<file path="src/rtl/prod_ctrl_fsm.sv">
// prod_ctrl_fsm: producer-control state machine. Arbitrates NUM_CH producers
// onto one shared buffer. It edge-detects the button inputs, pauses production
// on a full buffer with hysteresis, drains the buffer on stop, can abort a
// stuck wait on timeout, and latches the slow-clock program code.
module prod_ctrl_fsm #(
    parameter int NUM_CH       = 2,
    parameter int CNT_W        = 4,
    parameter int RESUME_LEVEL = 4,
    parameter int WAIT_TIMEOUT = 0,
    parameter int TO_W         = 16
) (
    input  logic                      clk,
    input  logic                      rst,
    input  logic [NUM_CH-1:0]         start,
    input  logic                      stop,
    input  logic                      update,
    input  logic [2:0]                prog,
    input  logic                      buf_full,
    input  logic                      buf_empty,
    input  logic [CNT_W-1:0]          buf_count,
    input  logic                      out_valid,
    output logic [NUM_CH-1:0]         ch_en,
    output logic [$clog2(NUM_CH)-1:0] ch_sel,
    output logic [3:0]                led,
    output logic [2:0]                prog_out,
    output logic                      prog_load,
    output logic                      timeout
);

    localparam int SEL_W = $clog2(NUM_CH);

    // One-hot state encoding doubles as the led pattern.
    localparam logic [3:0] S_IDLE  = 4'b0001;
    localparam logic [3:0] S_COMM  = 4'b0010;
    localparam logic [3:0] S_WAIT  = 4'b0100;
    localparam logic [3:0] S_DRAIN = 4'b1000;

    localparam bit              TO_EN      = (WAIT_TIMEOUT != 0);
    localparam logic [TO_W-1:0] TO_LAST    = TO_W'(WAIT_TIMEOUT - 1);
    // A resume level beyond the count range means the level test always passes.
    localparam bit              RESUME_ANY = (RESUME_LEVEL >= (2 ** CNT_W));
    localparam logic [CNT_W-1:0] RESUME_LVL = CNT_W'(RESUME_LEVEL);

    // Lowest set index of a request vector (lowest channel wins).
    function automatic logic [SEL_W-1:0] lowest_idx(input logic [NUM_CH-1:0] v);
        logic [SEL_W-1:0] idx;
        idx = {SEL_W{1'b0}};
        for (int i = NUM_CH - 1; i >= 0; i--) begin
            idx = v[i] ? SEL_W'(i) : idx;
        end
        return idx;
    endfunction

    // One-hot decode of a channel index.
    function automatic logic [NUM_CH-1:0] onehot(input logic [SEL_W-1:0] sel);
        logic [NUM_CH-1:0] oh;
        for (int i = 0; i < NUM_CH; i++) begin
            oh[i] = (SEL_W'(i) == sel);
        end
        return oh;
    endfunction

    logic [NUM_CH-1:0] start_q, start_qq, start_p;
    logic              stop_q, stop_qq, stop_p;
    logic              upd_q, upd_qq, upd_p;

    logic [3:0]        state_q, state_d;
    logic [SEL_W-1:0]  ch_sel_q, ch_sel_d;
    logic [NUM_CH-1:0] ch_en_q, ch_en_d;
    logic [TO_W-1:0]   wait_cnt_q, wait_cnt_d;
    logic [2:0]        prog_out_q, prog_out_d;
    logic              prog_load_q, prog_load_d;
    logic              timeout_q, timeout_d;
    logic              to_fire_s;
    logic              to_hit_s;
    logic              resume_ok_s;

    // Two-stage button sampling; a rising edge gives a single one-cycle pulse.
    always_ff @(posedge clk) begin
        if (!rst) begin
            start_q  <= {NUM_CH{1'b0}};
            start_qq <= {NUM_CH{1'b0}};
            stop_q   <= 1'b0;
            stop_qq  <= 1'b0;
            upd_q    <= 1'b0;
            upd_qq   <= 1'b0;
        end else begin
            start_q  <= start;
            start_qq <= start_q;
            stop_q   <= stop;
            stop_qq  <= stop_q;
            upd_q    <= update;
            upd_qq   <= upd_q;
        end
    end

    assign start_p     = start_q & ~start_qq;
    assign stop_p      = stop_q & ~stop_qq;
    assign upd_p       = upd_q & ~upd_qq;
    assign to_hit_s    = TO_EN && (wait_cnt_q == TO_LAST);
    assign resume_ok_s = !buf_full && (RESUME_ANY || (buf_count <= RESUME_LVL));

    // State register plus all registered outputs.
    always_ff @(posedge clk) begin
        if (!rst) begin
            state_q     <= S_IDLE;
            ch_sel_q    <= {SEL_W{1'b0}};
            ch_en_q     <= {NUM_CH{1'b0}};
            wait_cnt_q  <= {TO_W{1'b0}};
            prog_out_q  <= 3'd0;
            prog_load_q <= 1'b0;
            timeout_q   <= 1'b0;
        end else begin
            state_q     <= state_d;
            ch_sel_q    <= ch_sel_d;
            ch_en_q     <= ch_en_d;
            wait_cnt_q  <= wait_cnt_d;
            prog_out_q  <= prog_out_d;
            prog_load_q <= prog_load_d;
            timeout_q   <= timeout_d;
        end
    end

    // Next-state logic; stop outranks full and timeout, timeout outranks resume.
    always_comb begin
        state_d   = state_q;
        ch_sel_d  = ch_sel_q;
        to_fire_s = 1'b0;
        case (state_q)
            S_IDLE: begin
                if (|start_p) begin
                    state_d  = S_COMM;
                    ch_sel_d = lowest_idx(start_p);
                end else begin
                    state_d = S_IDLE;
                end
            end
            S_COMM: begin
                if (stop_p) begin
                    state_d = S_DRAIN;
                end else if (buf_full) begin
                    state_d = S_WAIT;
                end else begin
                    state_d = S_COMM;
                end
            end
            S_WAIT: begin
                if (stop_p) begin
                    state_d = S_DRAIN;
                end else if (to_hit_s) begin
                    state_d   = S_DRAIN;
                    to_fire_s = 1'b1;
                end else if (resume_ok_s) begin
                    state_d = S_COMM;
                end else begin
                    state_d = S_WAIT;
                end
            end
            S_DRAIN: begin
                if (buf_empty && !out_valid) begin
                    state_d = S_IDLE;
                end else begin
                    state_d = S_DRAIN;
                end
            end
            default: begin
                // Any corrupted encoding falls back to a safe idle.
                state_d  = S_IDLE;
                ch_sel_d = {SEL_W{1'b0}};
            end
        endcase
    end

    // Output / datapath next values derived from the chosen transition.
    always_comb begin
        ch_en_d     = {NUM_CH{1'b0}};
        wait_cnt_d  = {TO_W{1'b0}};
        prog_out_d  = prog_out_q;
        prog_load_d = upd_p;
        timeout_d   = to_fire_s;
        if (state_d == S_COMM) begin
            ch_en_d = onehot(ch_sel_d);
        end else begin
            ch_en_d = {NUM_CH{1'b0}};
        end
        if ((state_q == S_WAIT) && (state_d == S_WAIT)) begin
            if (wait_cnt_q == {TO_W{1'b1}}) begin
                wait_cnt_d = wait_cnt_q;
            end else begin
                wait_cnt_d = wait_cnt_q + TO_W'(1);
            end
        end else begin
            wait_cnt_d = {TO_W{1'b0}};
        end
        if (upd_p) begin
            prog_out_d = prog;
        end else begin
            prog_out_d = prog_out_q;
        end
    end

    assign led       = state_q;
    assign ch_en     = ch_en_q;
    assign ch_sel    = ch_sel_q;
    assign prog_out  = prog_out_q;
    assign prog_load = prog_load_q;
    assign timeout   = timeout_q;

endmodule
</file>
<file path="config.mk">
export PLATFORM = sky130hd
export DESIGN_NAME = prod_ctrl_fsm
export DESIGN_NICKNAME = d
export VERILOG_FILES = /design/src/rtl/prod_ctrl_fsm.sv
export SDC_FILE = /design/constraint.sdc
export NUM_CORES = 1
export LEC_CHECK = 0
export BUFFER_PORTS_ARGS = -buffer_cell sky130_fd_sc_hd__buf_2
export CAP_MARGIN = 5
export CELL_PAD_IN_SITES_DETAIL_PLACEMENT = 1
export CELL_PAD_IN_SITES_GLOBAL_PLACEMENT = 1
export CORE_MARGIN = 5
export CORE_UTILIZATION = 37
export DETAILED_ROUTE_END_ITERATION = 8
export PLACE_DENSITY_LB_ADDON = 0.1
export SLEW_MARGIN = 20
export SYNTH_ARGS = -nofsm -noshare
export SYNTH_HDL_FRONTEND = slang
export SYNTH_SLANG_ARGS = --single-unit
</file>
<file path="constraint.sdc">
create_clock -name clk -period 3.19 [get_ports clk]
set_input_delay 0 -clock clk [delete_from_list [all_inputs] [get_ports clk]]
set_output_delay 0 -clock clk [all_outputs]
set_load 0.02 [all_outputs]
</file>
==> run summary <==
Internal = 339 uW
Post-route ant nets = 0
RD Place Congestion = 0.788
Simple-Gate Fraction of Synth Area = 33.1%
Fillers = 246
Routed Wire Length = 1890 um
Clock tree buffer depth = 2
Net Sw Power = 135 uW
Wire per inst = 13.2 um
First-pass GRT wire length = 3150 um
Post-synthesis instance area = 791 sq um
Die area = 0.00316 sq mm
Final worst-path cycle share = 48.4%
H-tree Lvls = 1
Worst-path clk slew = 110 ps
DRC violations left = 0
RSZ-0062 raised after global routing = false
Class of the worst hold path = primary input to flop
Vias per cell = 4.82
Die Height = 56.2 um
Max Slew Vio Count = 0
Complex-gate fraction of the synthesized area = 8.54%
Sequential Area = 380 sq um
CP max stage cell = dfxtp_1
Core area = 0.00200 sq mm
Multi-input logic area = 380 sq um
Via Count = 689
Mean Syn Cell Area = 9.64 sq um
Syn Inst Count = 82
Sequential share of the synthesized area = 48.1%
DIE WIDTH = 56.2 um
GRT overflow = 0
Largest stage delay on the critical path = 560 ps
Clk_lat worst skew = 300 ps
Startpoint type of the worst setup path = flop
Placed Area = 928 sq um
Buf/Inv on CP = 0
Sequential power share = 55.4%
Area share of xor/xnor cells in the synthesized design = 2.22%
#FFs+latches synth = 19
Vias in the first global route = 680
CP arrival = 1780 ps
Critical path endpoint category = flop
Clock power share = 25.8%
Comb power frac = 18.8%
Cell family with most CP delay = flip-flops
# IOs = 28
Antenna Diode Count = 0
IR Drop Worst-Case VDD = 0.285 mV
Fin area = 0.00104 sq mm
Total clock sinks = 19
Count of cell types in the netlist = 28
Root Buffer = clkbuf_4
Multiplexer share of the synthesized area = 3.80%
Post-Syn Nets = 98
Post-Synth Adder-Cell Area = 0%
DRT Pass-1 Iters = 2
Static leakage = 0.466 nW
HPWL Detailed = 1320 um
PwrDens = 458 mW/mm^2
TNS Setup = 0 ps
Run status = complete, no violations
Initial antenna violation count = 0
Switching Share = 28.6%
Layout net count = 133
Crit Path Class = flop to flop
IO Port Bufs = 26
Final Hold Fails = 0
# setup viols final = 0
Ys Warns = 0
Crit-path max FO = 10
Post_cts resized = 0
Largest family of logic cells by synthesized area = simple AND/OR/NAND/NOR gates
Total track usage = 12.8%
Final min period = 1540 ps
Max_cap viols = 0
FMAX = 647 MHz
Initial core utilization = 39.5%
Cell Rows = 16
DRT iter0 DRCs = 8
Share of layout cells above drive strength 1 = 28.4%
Area Growth Syn to Fin = 31.0%
CTS tree = yes
Pin count of the biggest net entering global routing = 12
Cells along the critical path = nor4b_2 -> a211oi_1 -> a311oi_2 -> nor2b_1
CTS buffer count = 3
Final Skew = 1.53 ps
Worst EP required = 3430 ps
## path summary, 6_finish.rpt
kind                   from         to  slack (ps)  cells after the start
setup / recovery     led[2]   ch_en[0]        1650                      4
setup reg to reg     led[2]   ch_en[0]        1650                      4
hold reg to reg      upd_qq  prog_load         420                      1
hold / removal    out_valid     led[0]          40                      3
## sequential cells by signal, summed over array words and instances (netlist names)
signal,flops
ch_en,2
ch_sel,1
led,4
prog_load,1
prog_out,3
start_q,2
start_qq,2
stop_q,1
stop_qq,1
upd_q,1
upd_qq,1
## kinds of logic (layout without fill, tap and decap cells)
| kind of cell | count (synthesis) | count (layout) |
|---|---|---|
| XOR/XNOR | 2 | 2 |
| flip-flops | 19 | 19 |
| AO/OA/AOI/OAI | 10 | 10 |
| other | 1 | 1 |
| multiplexers | 3 | 3 |
| AND/OR/NAND/NOR | 42 | 42 |
| buffers and inverters | 5 | 39 |
## synthesized netlist by cell type
master,count,area [sq um]
dfxtp_1,19,380
and2_1,10,62.6
nor2_1,10,37.5
nor2b_1,6,37.5
a21oi_1,4,20.0
nand2b_1,4,25.0
buf_4,3,22.5
mux2i_1,3,30.0
nand2_1,3,11.3
o21ai_0,2,10.0
a211oi_1,1,7.51
a311oi_2,1,15.0
a31oi_1,1,6.26
clkbuf_1,1,3.75
conb_1,1,3.75
inv_1,1,3.75
nand3_1,1,5.00
nand4_1,1,6.26
nor3_1,1,5.00
nor3b_1,1,7.51
nor4_1,1,6.26
nor4b_1,1,8.76
nor4b_2,1,15.0
nor4b_4,1,23.8
o221ai_1,1,8.76
or4b_1,1,10.0
xnor2_1,1,8.76
xor2_1,1,8.76
## cells in the final DEF, fill, tap and decap left out, drive strengths merged, types with 2 or more instances in the layout
master / n
nand2: 3
nor4b: 3
o21ai: 2
mux2i: 3
and2: 10
nor2: 10
dlygate4sd3: 8
nand2b: 4
a21oi: 4
clkbuf: 3
nor2b: 6
buf: 26
dfxtp: 19
## layer usage
metal,routed length [um],vias to the layer above,global-route usage [%]
li1,-,344,-
met1,827,322,14.9
met2,899,21,21.4
met3,144,2,3.48
met4,12,0,6.10
met5,0,-,0
## worst register-to-register path, delay by kind of cell, from the launching register on
| kind | cells | cell delay (ps) |
|---|---|---|
| DFF | 1 | 560 |
| AOI/OAI and AO/OA | 2 | 440 |
| and+or+nand+nor | 2 | 490 |
## timing repair
| item | CTS | global route |
|---|---|---|
| hold endpoints to repair | 8 | 0 |
| buffers inserted | 0 | 0 |
| hold buffers | 8 | 0 |
## final cells by class
class / count / share of cell area, %
Sequential cell: 19 / 36.7
Multi-Input combinational cell: 58 / 36.7
Timing Repair Buffer: 34 / 20.3
Tap cell: 27 / 3.26
Clock buffer: 3 / 2.17
Clock inverter: 1 / 0.483
Inverter: 1 / 0.362
## power by group through the flow
stage | combinational, mW | sequential, mW | clock (mW)
floorplan | 0.0499 | 0.273 | 0
global placement | 0.0788 | 0.267 | 0
detailed placement | 0.0803 | 0.268 | 0
CTS | 0.0882 | 0.263 | 0.128
global route | 0.0971 | 0.265 | 0.132
finish | 0.0889 | 0.263 | 0.122
## stage by stage
| step | std cells | power (mW) | utilization (%) | worst slack (ps) | hold slack, ps |
|---|---|---|---|---|---|
| after floorplan | 82 | 0.323 | - | 1760 | 127 |
| after global placement | 131 | 0.346 | 46.4 | 1690 | 206 |
| after detailed placement | 131 | 0.348 | 46.4 | 1680 | 211 |
| after CTS | 143 | 0.478 | 51.7 | 1640 | 19.4 |
| after global routing | 143 | 0.495 | 51.7 | 1530 | 54.6 |
| final | 143 | 0.474 | 51.7 | 1650 | 37.2 |
Power figures use the tool's default switching activity.
